===== src/rtl/pair_max_ctrl.sv =====
// pair_max_ctrl: sequences a pairwise max transfer from source memory A to destination memory B.
//
// Words are read from A two at a time. The even word goes into operand register DOut1 and the
// odd word into DOut2. After one settling cycle the external comparator's Sign result picks the
// larger word, which is written to B at the pair index. GtCount counts the pairs whose even word
// was strictly larger.
//
// Ports:
//   Clk      clock, rising edge
//   Rst      synchronous active-high reset
//   Start    begin a transfer (only looked at in idle)
//   Busy     high in every state except idle
//   Done     one-cycle pulse after the last pair is written
//   RdA      source read enable
//   AddrA    source address ({k,0} then {k,1})
//   DInA     source read data, valid the cycle after RdA/AddrA
//   DOut1    comparator operand, even word A[2k]
//   DOut2    comparator operand, odd word A[2k+1]
//   Sign     comparator result, 1 iff DOut2 < DOut1 (unsigned)
//   WeB      destination write enable
//   AddrB    destination address (pair index k)
//   DOutB    destination write data
//   GtCount  pairs with Sign=1 in the current or last transfer
module pair_max_ctrl #(
    parameter int unsigned ADDR_W = 4,
    parameter int unsigned DATA_W = 8
) (
    input  logic              Clk,
    input  logic              Rst,
    input  logic              Start,
    output logic              Busy,
    output logic              Done,
    output logic              RdA,
    output logic [ADDR_W-1:0] AddrA,
    input  logic [DATA_W-1:0] DInA,
    output logic [DATA_W-1:0] DOut1,
    output logic [DATA_W-1:0] DOut2,
    input  logic              Sign,
    output logic              WeB,
    output logic [ADDR_W-2:0] AddrB,
    output logic [DATA_W-1:0] DOutB,
    output logic [ADDR_W-1:0] GtCount
);

    typedef enum logic [2:0] {
        StIdle,
        StRd1,
        StRd2,
        StCap,
        StCmp,
        StWr,
        StDone
    } state_t;

    state_t            state_q, state_d;
    logic [ADDR_W-2:0] k_q, k_d;
    logic [DATA_W-1:0] dout1_q, dout1_d;
    logic [DATA_W-1:0] dout2_q, dout2_d;
    logic [ADDR_W-1:0] gt_q, gt_d;

    always_ff @(posedge Clk) begin
        if (Rst) begin
            state_q <= StIdle;
            k_q     <= '0;
            dout1_q <= '0;
            dout2_q <= '0;
            gt_q    <= '0;
        end else begin
            state_q <= state_d;
            k_q     <= k_d;
            dout1_q <= dout1_d;
            dout2_q <= dout2_d;
            gt_q    <= gt_d;
        end
    end

    always_comb begin
        state_d = state_q;
        k_d     = k_q;
        dout1_d = dout1_q;
        dout2_d = dout2_q;
        gt_d    = gt_q;
        Done    = 1'b0;
        RdA     = 1'b0;
        AddrA   = '0;
        WeB     = 1'b0;
        AddrB   = '0;
        DOutB   = '0;

        unique case (state_q)
            StIdle: begin
                if (Start) begin
                    k_d     = '0;
                    gt_d    = '0;
                    state_d = StRd1;
                end
            end
            StRd1: begin
                RdA     = 1'b1;
                AddrA   = {k_q, 1'b0};
                state_d = StRd2;
            end
            StRd2: begin
                // DInA now carries the even word requested in the previous cycle.
                RdA     = 1'b1;
                AddrA   = {k_q, 1'b1};
                dout1_d = DInA;
                state_d = StCap;
            end
            StCap: begin
                dout2_d = DInA;
                state_d = StCmp;
            end
            StCmp: begin
                state_d = StWr;
            end
            StWr: begin
                WeB   = 1'b1;
                AddrB = k_q;
                // Equal words give Sign=0, so the odd word is written.
                DOutB = Sign ? dout1_q : dout2_q;
                if (Sign) begin
                    gt_d = gt_q + ADDR_W'(1);
                end
                if (&k_q) begin
                    state_d = StDone;
                end else begin
                    k_d     = k_q + (ADDR_W - 1)'(1);
                    state_d = StRd1;
                end
            end
            StDone: begin
                Done    = 1'b1;
                state_d = StIdle;
            end
            default: begin
                state_d = StIdle;
            end
        endcase
    end

    assign Busy    = (state_q != StIdle);
    assign DOut1   = dout1_q;
    assign DOut2   = dout2_q;
    assign GtCount = gt_q;

endmodule


===== config.mk =====
export PLATFORM = sky130hd
export DESIGN_NAME = pair_max_ctrl
export DESIGN_NICKNAME = d
export VERILOG_FILES = /design/src/rtl/pair_max_ctrl.sv
export SDC_FILE = /design/constraint.sdc
export NUM_CORES = 1
export LEC_CHECK = 0
export BUFFER_PORTS_ARGS = -buffer_cell sky130_fd_sc_hd__buf_2
export CAP_MARGIN = 20
export CORE_MARGIN = 2
export CORE_UTILIZATION = 43
export DETAILED_ROUTE_END_ITERATION = 16
export PLACE_DENSITY = 0.75
export SETUP_SLACK_MARGIN = 0.02
export SYNTH_ARGS = -nofsm -noshare
export SYNTH_HDL_FRONTEND = slang
export SYNTH_SLANG_ARGS = --single-unit
export TNS_END_PERCENT = 20

===== constraint.sdc =====
create_clock -name Clk -period 1.8 [get_ports Clk]
set_clock_uncertainty 0.2 [all_clocks]
set_input_delay 0.36 -clock Clk [delete_from_list [all_inputs] [get_ports Clk]]
set_output_delay 0.36 -clock Clk [all_outputs]
set_load 0.01 [all_outputs]

; Yosys cells after proc, flatten, opt, wreduce, memory -nomap -nowiden
; Cells that the tools add are included.
[op_classes]
addsub = 2
n_reduce_logical = 7
eq_ne = 9
mux = 16
[ops]
columns = op, count
row1 = one-hot mux 3 bit (6 select lines), 1
row2 = two-way mux 8 bit, 2
row3 = one-hot mux 4 bit (2 select lines), 2
row4 = two-way mux 3 bit, 5
row5 = "equality test 3 bit, second input constant", 3
row6 = AND reduction 3 bit, 3
row7 = two-way mux 4 bit, 2
row8 = "equality test 3 x 2 -> 1 bit, second input constant", 2
row9 = "inequality test 2 bit, second input constant", 3
row10 = one-hot mux 3 bit (2 select lines), 1
row11 = "adder 4 x 1 -> 4 bit, second input constant", 1
row12 = "adder 3 x 1 -> 3 bit, second input constant", 1
row13 = "equality test 3 x 1 -> 1 bit, second input constant", 1
row14 = logical NOT 3 bit, 1
row15 = two-way mux 1 bit, 3
row16 = nonzero test 3 bit, 1
row17 = nonzero test 2 bit, 1
row18 = OR reduction 2 bit, 1
[word_totals]
reg_bits = 26
elab_cells = 39
out_inout_bits = 39

; Depth between registers and ports, before layout
[depth]
depth_word = 3
ltp_mapped = 6
mapped_depth_nobuf = 5

; Least setup slack after synthesis
; OpenSTA, ideal clock, no wires.
[synth_timing]
kind = reg2reg
start = register k_q[0]
end = register k_q[0]
required_time_ns = 1.479
setup_time_ns = 0.121
n_path_buf = 0
slack_ns = 0.005
t_arrival_ns = 1.474
synth_period_minus_slack_ns = 1.795
path_stages_with_launch = 6
path_cell_list = dfxtp_1 > ha_1 > ha_1 > nand3b_1 > a21oi_1 > mux2_2
[synth_between]
elab_chain_cells = 3
[synth_rtl]
columns = item, line
row1 = "start, declared", 56  ; logic [ADDR_W-2:0] k_q, k_d;
row2 = "start signal, assigned", 70  ; k_q <= k_d;
row3 = adder 3 x 1 -> 3 bit or AND reduction 3 bit (tied branches), "128, 125"
row4 = two-way mux 3 bit or inequality test 2 bit (tied branches), n/a
row5 = one-hot mux 3 bit (2 select lines) or AND reduction 3 bit (tied branches), n/a
; Parallel ways exist; a longest one is shown, timed or not. The select of a mux whose other input is x is not followed.
; A chain may end at the register's enable or synchronous reset.

; Worst setup path after layout
[layout_timing]
start = register state_q[1]
end = output port DOutB[5]
[layout_between]
elab_chain_cells = 2
[layout_rtl]
columns = item, line
row1 = "start, declared", 55  ; state_t state_q, state_d;
row2 = "start signal, assigned", 63  ; state_q <= StIdle;
row3 = "start signal, assigned", 69  ; state_q <= state_d;
row4 = equality test 3 bit, 90  ; unique case (state_q)
row5 = two-way mux 8 bit, 90
row6 = "end, declared", 41  ; output logic [DATA_W-1:0] DOutB,
; Every way passes these cells.

==> results_dict.tcl <==
set metrics [dict create \
    antenna_found_initial 0 \
    cts_made_buffers 3 \
    timing.hold.worst.class "primary input to flop" \
    synthDominantCellAreaShare 0.398 \
    totalWireLength_um 3310 \
    dp_hpwl_um 2220 \
    placementRows 20 \
    postCtsHoldBufs 0 \
    setup_repair_after_global_routing_missed_its_margin "true" \
    path_max_fanout 8 \
    leakage_nw 0.931 \
    seq_power_share 0.529 \
    worst_path_max_delay_cell "sky130_fd_sc_hd__dfxtp_4" \
    busiest_layer "met2" \
    gp_congestion 0.811 \
    worst-path-buf-inv 2 \
    synth.avg_cell_area_um2 9.21 \
    p_per_area_mw_per_mm2 645 \
    root_buffer "sky130_fd_sc_hd__clkbuf_4" \
    reg2reg_setup_slack_ns 0.03 \
    number_of_clock_sinks_seen_by_cts 26 \
    drt-pass1-iter-count 4 \
    grt_pass1_wl_um 5290 \
    first_global_vias 1217 \
    num_antenna_cells 0 \
    route.detailed.drc 0 \
    worst_path_cell_trace "nand3b_1 -> buf_6 -> nor2_1 -> buf_2" \
    hold_viol 0 \
    finalWorstPathRequiredPeriod_ns 1.92 \
    power.switching_mw 0.344 \
    grt_overflow_total 0 \
    io_buffers 50 \
    postSynthNetCount 157 \
    status "complete, but fails checks" \
    slew_headroom 0.649 \
    power_report.internal_total_mw 0.850 \
    groute.usage.overall 0.198 \
    total_power_mw 1.19 \
    synth.cell_area_mm2 0.00131 \
    detailed_route_wire_length_per_cell_um 13.9 \
    synth_async_sr_flop_share 0 \
    met3_usage 0.0349 \
    synth_warnings 0 \
    viasPerCell 5.27 \
    post_synth_num_cell_types 29 \
    critical_path_cell_count 4 \
    synth-seq-area-share 0.398 \
    worst_path_largest_cell_delay_ns 0.40 \
    cts_max_level 1 \
    antenna_left 0 \
    irDropWorstVdd_mv 0.401 \
    synth.ff_latch_count 26 \
    synth_cells 142 \
    cp-end-kind "primary output" \
    violated_checks "setup timing" \
    timing.critical_path.arrival_ns 1.36 \
    synth_top_flop_cell "sky130_fd_sc_hd__dfxtp_1" \
    yosysTopAreaCell "sky130_fd_sc_hd__dfxtp_1" \
    start_util 0.439 \
    ioPinCount 51 \
    core-area_mm2 0.00298 \
    drive_gt1_frac 0.459 \
    pwr-share-comb 0.267 \
    vias 1254 \
    clock_pin_slew_on_the_worst_setup_and_hold_paths_ns 0.13 \
    clock_insertion_delay_worst_skew_ns 0.32 \
    maxSlewViolCount 0 \
    worst_hold_path.num_cells 3 \
    share_clk_of_total_power 0.204 \
    pin_count_of_the_biggest_net_entering_global_routing 32 \
    fmaxAchievable_mhz 520 \
    switching_power_share_of_the_total 0.288 \
    final_nets 222 \
    area_growth_synth_to_finish_pct 41.5 \
    timing.critical_path.max_delay_family "flip-flops" \
    gr-usage-met2 0.346 \
    die_x_um 59.1 \
    timing_worst_setup_path_type "flop to primary output" \
    timing.final.crit_share 1.07 \
    timing.final.ws_setup_ns -0.125 \
    required_ns 1.24 \
    max-cap-violations 0 \
    setup_viol_count_final 17 \
    synth.area.top_cells "sky130_fd_sc_hd__dfxtp_1 (40%), sky130_fd_sc_hd__mux2i_1 (21%), sky130_fd_sc_hd__nor2_1 (7.8%)" \
    r2r_cells 5 \
    worst_setup_path_start_kind "flop" \
    ctsLongestPathBuffers 2 \
    max_slew.worst_pin.slew_ns 0.527 \
    synth-edff-count 0 \
    dieArea_mm2 0.00350 \
    die_y_extent_um 59.1 \
    detailedRoute.firstIterationViolations 25 \
    use_met1 0.233 \
    tritoncts_clock_tree "done" \
    placement.setup.worst_slack_ns 0.0147 \
]
==> final cells by class <==
class / instances / area [µm²]
Fill cell: 256 / 1130
Multi-Input combinational cell: 103 / 797
Sequential cell: 26 / 531
Timing Repair Buffer: 71 / 452
Tap cell: 33 / 41.3
Clock buffer: 3 / 22.5
Inverter: 2 / 7.51
==> layout by cell type, fill, tap and decap left out, types with 2 or more instances in the layout <==
| cell | n |
|---|---|
| sky130_fd_sc_hd__a21oi_1 | 3 |
| sky130_fd_sc_hd__a21oi_2 | 2 |
| sky130_fd_sc_hd__and2_1 | 4 |
| sky130_fd_sc_hd__and2_4 | 2 |
| sky130_fd_sc_hd__buf_2 | 46 |
| sky130_fd_sc_hd__buf_4 | 16 |
| sky130_fd_sc_hd__buf_6 | 9 |
| sky130_fd_sc_hd__clkbuf_4 | 3 |
| sky130_fd_sc_hd__dfxtp_1 | 22 |
| sky130_fd_sc_hd__dfxtp_2 | 2 |
| sky130_fd_sc_hd__dfxtp_4 | 2 |
| sky130_fd_sc_hd__ha_1 | 3 |
| sky130_fd_sc_hd__mux2i_1 | 28 |
| sky130_fd_sc_hd__nand2_1 | 2 |
| sky130_fd_sc_hd__nand2b_1 | 3 |
| sky130_fd_sc_hd__nand3_1 | 3 |
| sky130_fd_sc_hd__nand3b_1 | 8 |
| sky130_fd_sc_hd__nor2_1 | 20 |
| sky130_fd_sc_hd__nor2_2 | 5 |
| sky130_fd_sc_hd__nor2_4 | 2 |
| sky130_fd_sc_hd__nor2b_1 | 2 |
| sky130_fd_sc_hd__or3b_1 | 3 |
==> worst reg2reg max path: cells and delay by family (launching register included) <==
kind	cells	cell delay (ns)
buf+inv	2	0.24
compound gates	1	0.20
simple gates	1	0.36
flops	1	0.38
mux	1	0.31
==> synthesized netlist by cell type (2+ instances only) <==
master / n
sky130_fd_sc_hd__mux2i_1: 28
sky130_fd_sc_hd__nor2_1: 27
sky130_fd_sc_hd__dfxtp_1: 26
sky130_fd_sc_hd__nand3b_1: 8
sky130_fd_sc_hd__buf_2: 7
sky130_fd_sc_hd__and2_1: 6
sky130_fd_sc_hd__a21oi_1: 4
sky130_fd_sc_hd__clkbuf_1: 4
sky130_fd_sc_hd__ha_1: 3
sky130_fd_sc_hd__nand2b_1: 3
sky130_fd_sc_hd__nand3_1: 3
sky130_fd_sc_hd__or3b_1: 3
sky130_fd_sc_hd__inv_1: 2
sky130_fd_sc_hd__nand2_1: 2
sky130_fd_sc_hd__nor2b_1: 2
==> power by group through the flow <==
| stage | registers (mW) | clock network (mW) | logic [mW] |
|---|---|---|---|
| 6_report | 0.632 | 0.243 | 0.319 |
| 3_3_place_gp | 0.640 | 0 | 0.244 |
| 4_1_cts | 0.631 | 0.255 | 0.310 |
| 3_5_place_dp | 0.642 | 0 | 0.251 |
| 2_1_floorplan | 0.640 | 0 | 0.161 |
| 5_1_grt | 0.636 | 0.280 | 0.344 |
==> per-stage QoR <==
stage / area, µm² / setup TNS, ns / utilization / hold WS (ns) / std cells
5_1_grt: 1850 / -3.01 / 0.621 / 0.0834 / 238
2_1_floorplan: 1310 / 0 / - / 0.269 / 142
3_5_place_dp: 1630 / 0 / 0.546 / 0.306 / 223
4_1_cts: 1790 / -1.73 / 0.602 / 0.0791 / 234
6_report: 1850 / -1.63 / 0.621 / 0.0902 / 238
3_3_place_gp: 1630 / 0 / 0.546 / 0.282 / 223
==> repair_timing <==
action / 4_1_cts / 5_1_grt
setup buffers: 8 / 4
endpoints found under the hold margin: 0 / 0
gates cloned: 0 / 0
pin swaps: 16 / 2
gates resized for setup: 23 / 8
endpoints found under the setup margin: 22 / 24
==> sequential cells by signal (all words and copies together), names as in the netlist <==
name	count
GtCount	4
k_q	3
DOut1	8
state_q	3
DOut2	8
==> cell families after synthesis <==
group / after synthesis / share of synthesized area
buffers and inverters: 13 / 0.0440
AND/OR/NAND/NOR: 61 / 0.255
XOR/XNOR: 1 / 0.00670
flip-flops: 26 / 0.398
AO/OA/AOI/OAI: 9 / 0.0450
multiplexers: 29 / 0.223
adder cells (fa/ha/maj): 3 / 0.0287
==> worst paths after layout <==
path,start,to
setup / recovery,state_q[1],DOutB[5]
hold / removal,DInA[7],DOut2[7]
hold reg to reg,GtCount[3],GtCount[3]
setup reg to reg,state_q[0],k_q[0]
==> layer usage <==
metal | vias to the layer above | part of all wire
li1 | 611 | -
met1 | 587 | 0.42
met2 | 49 | 0.51
met3 | 7 | 0.051
met4 | 0 | 0.017
met5 | - | 0
Note: power is estimated with default switching activity, not from simulation.
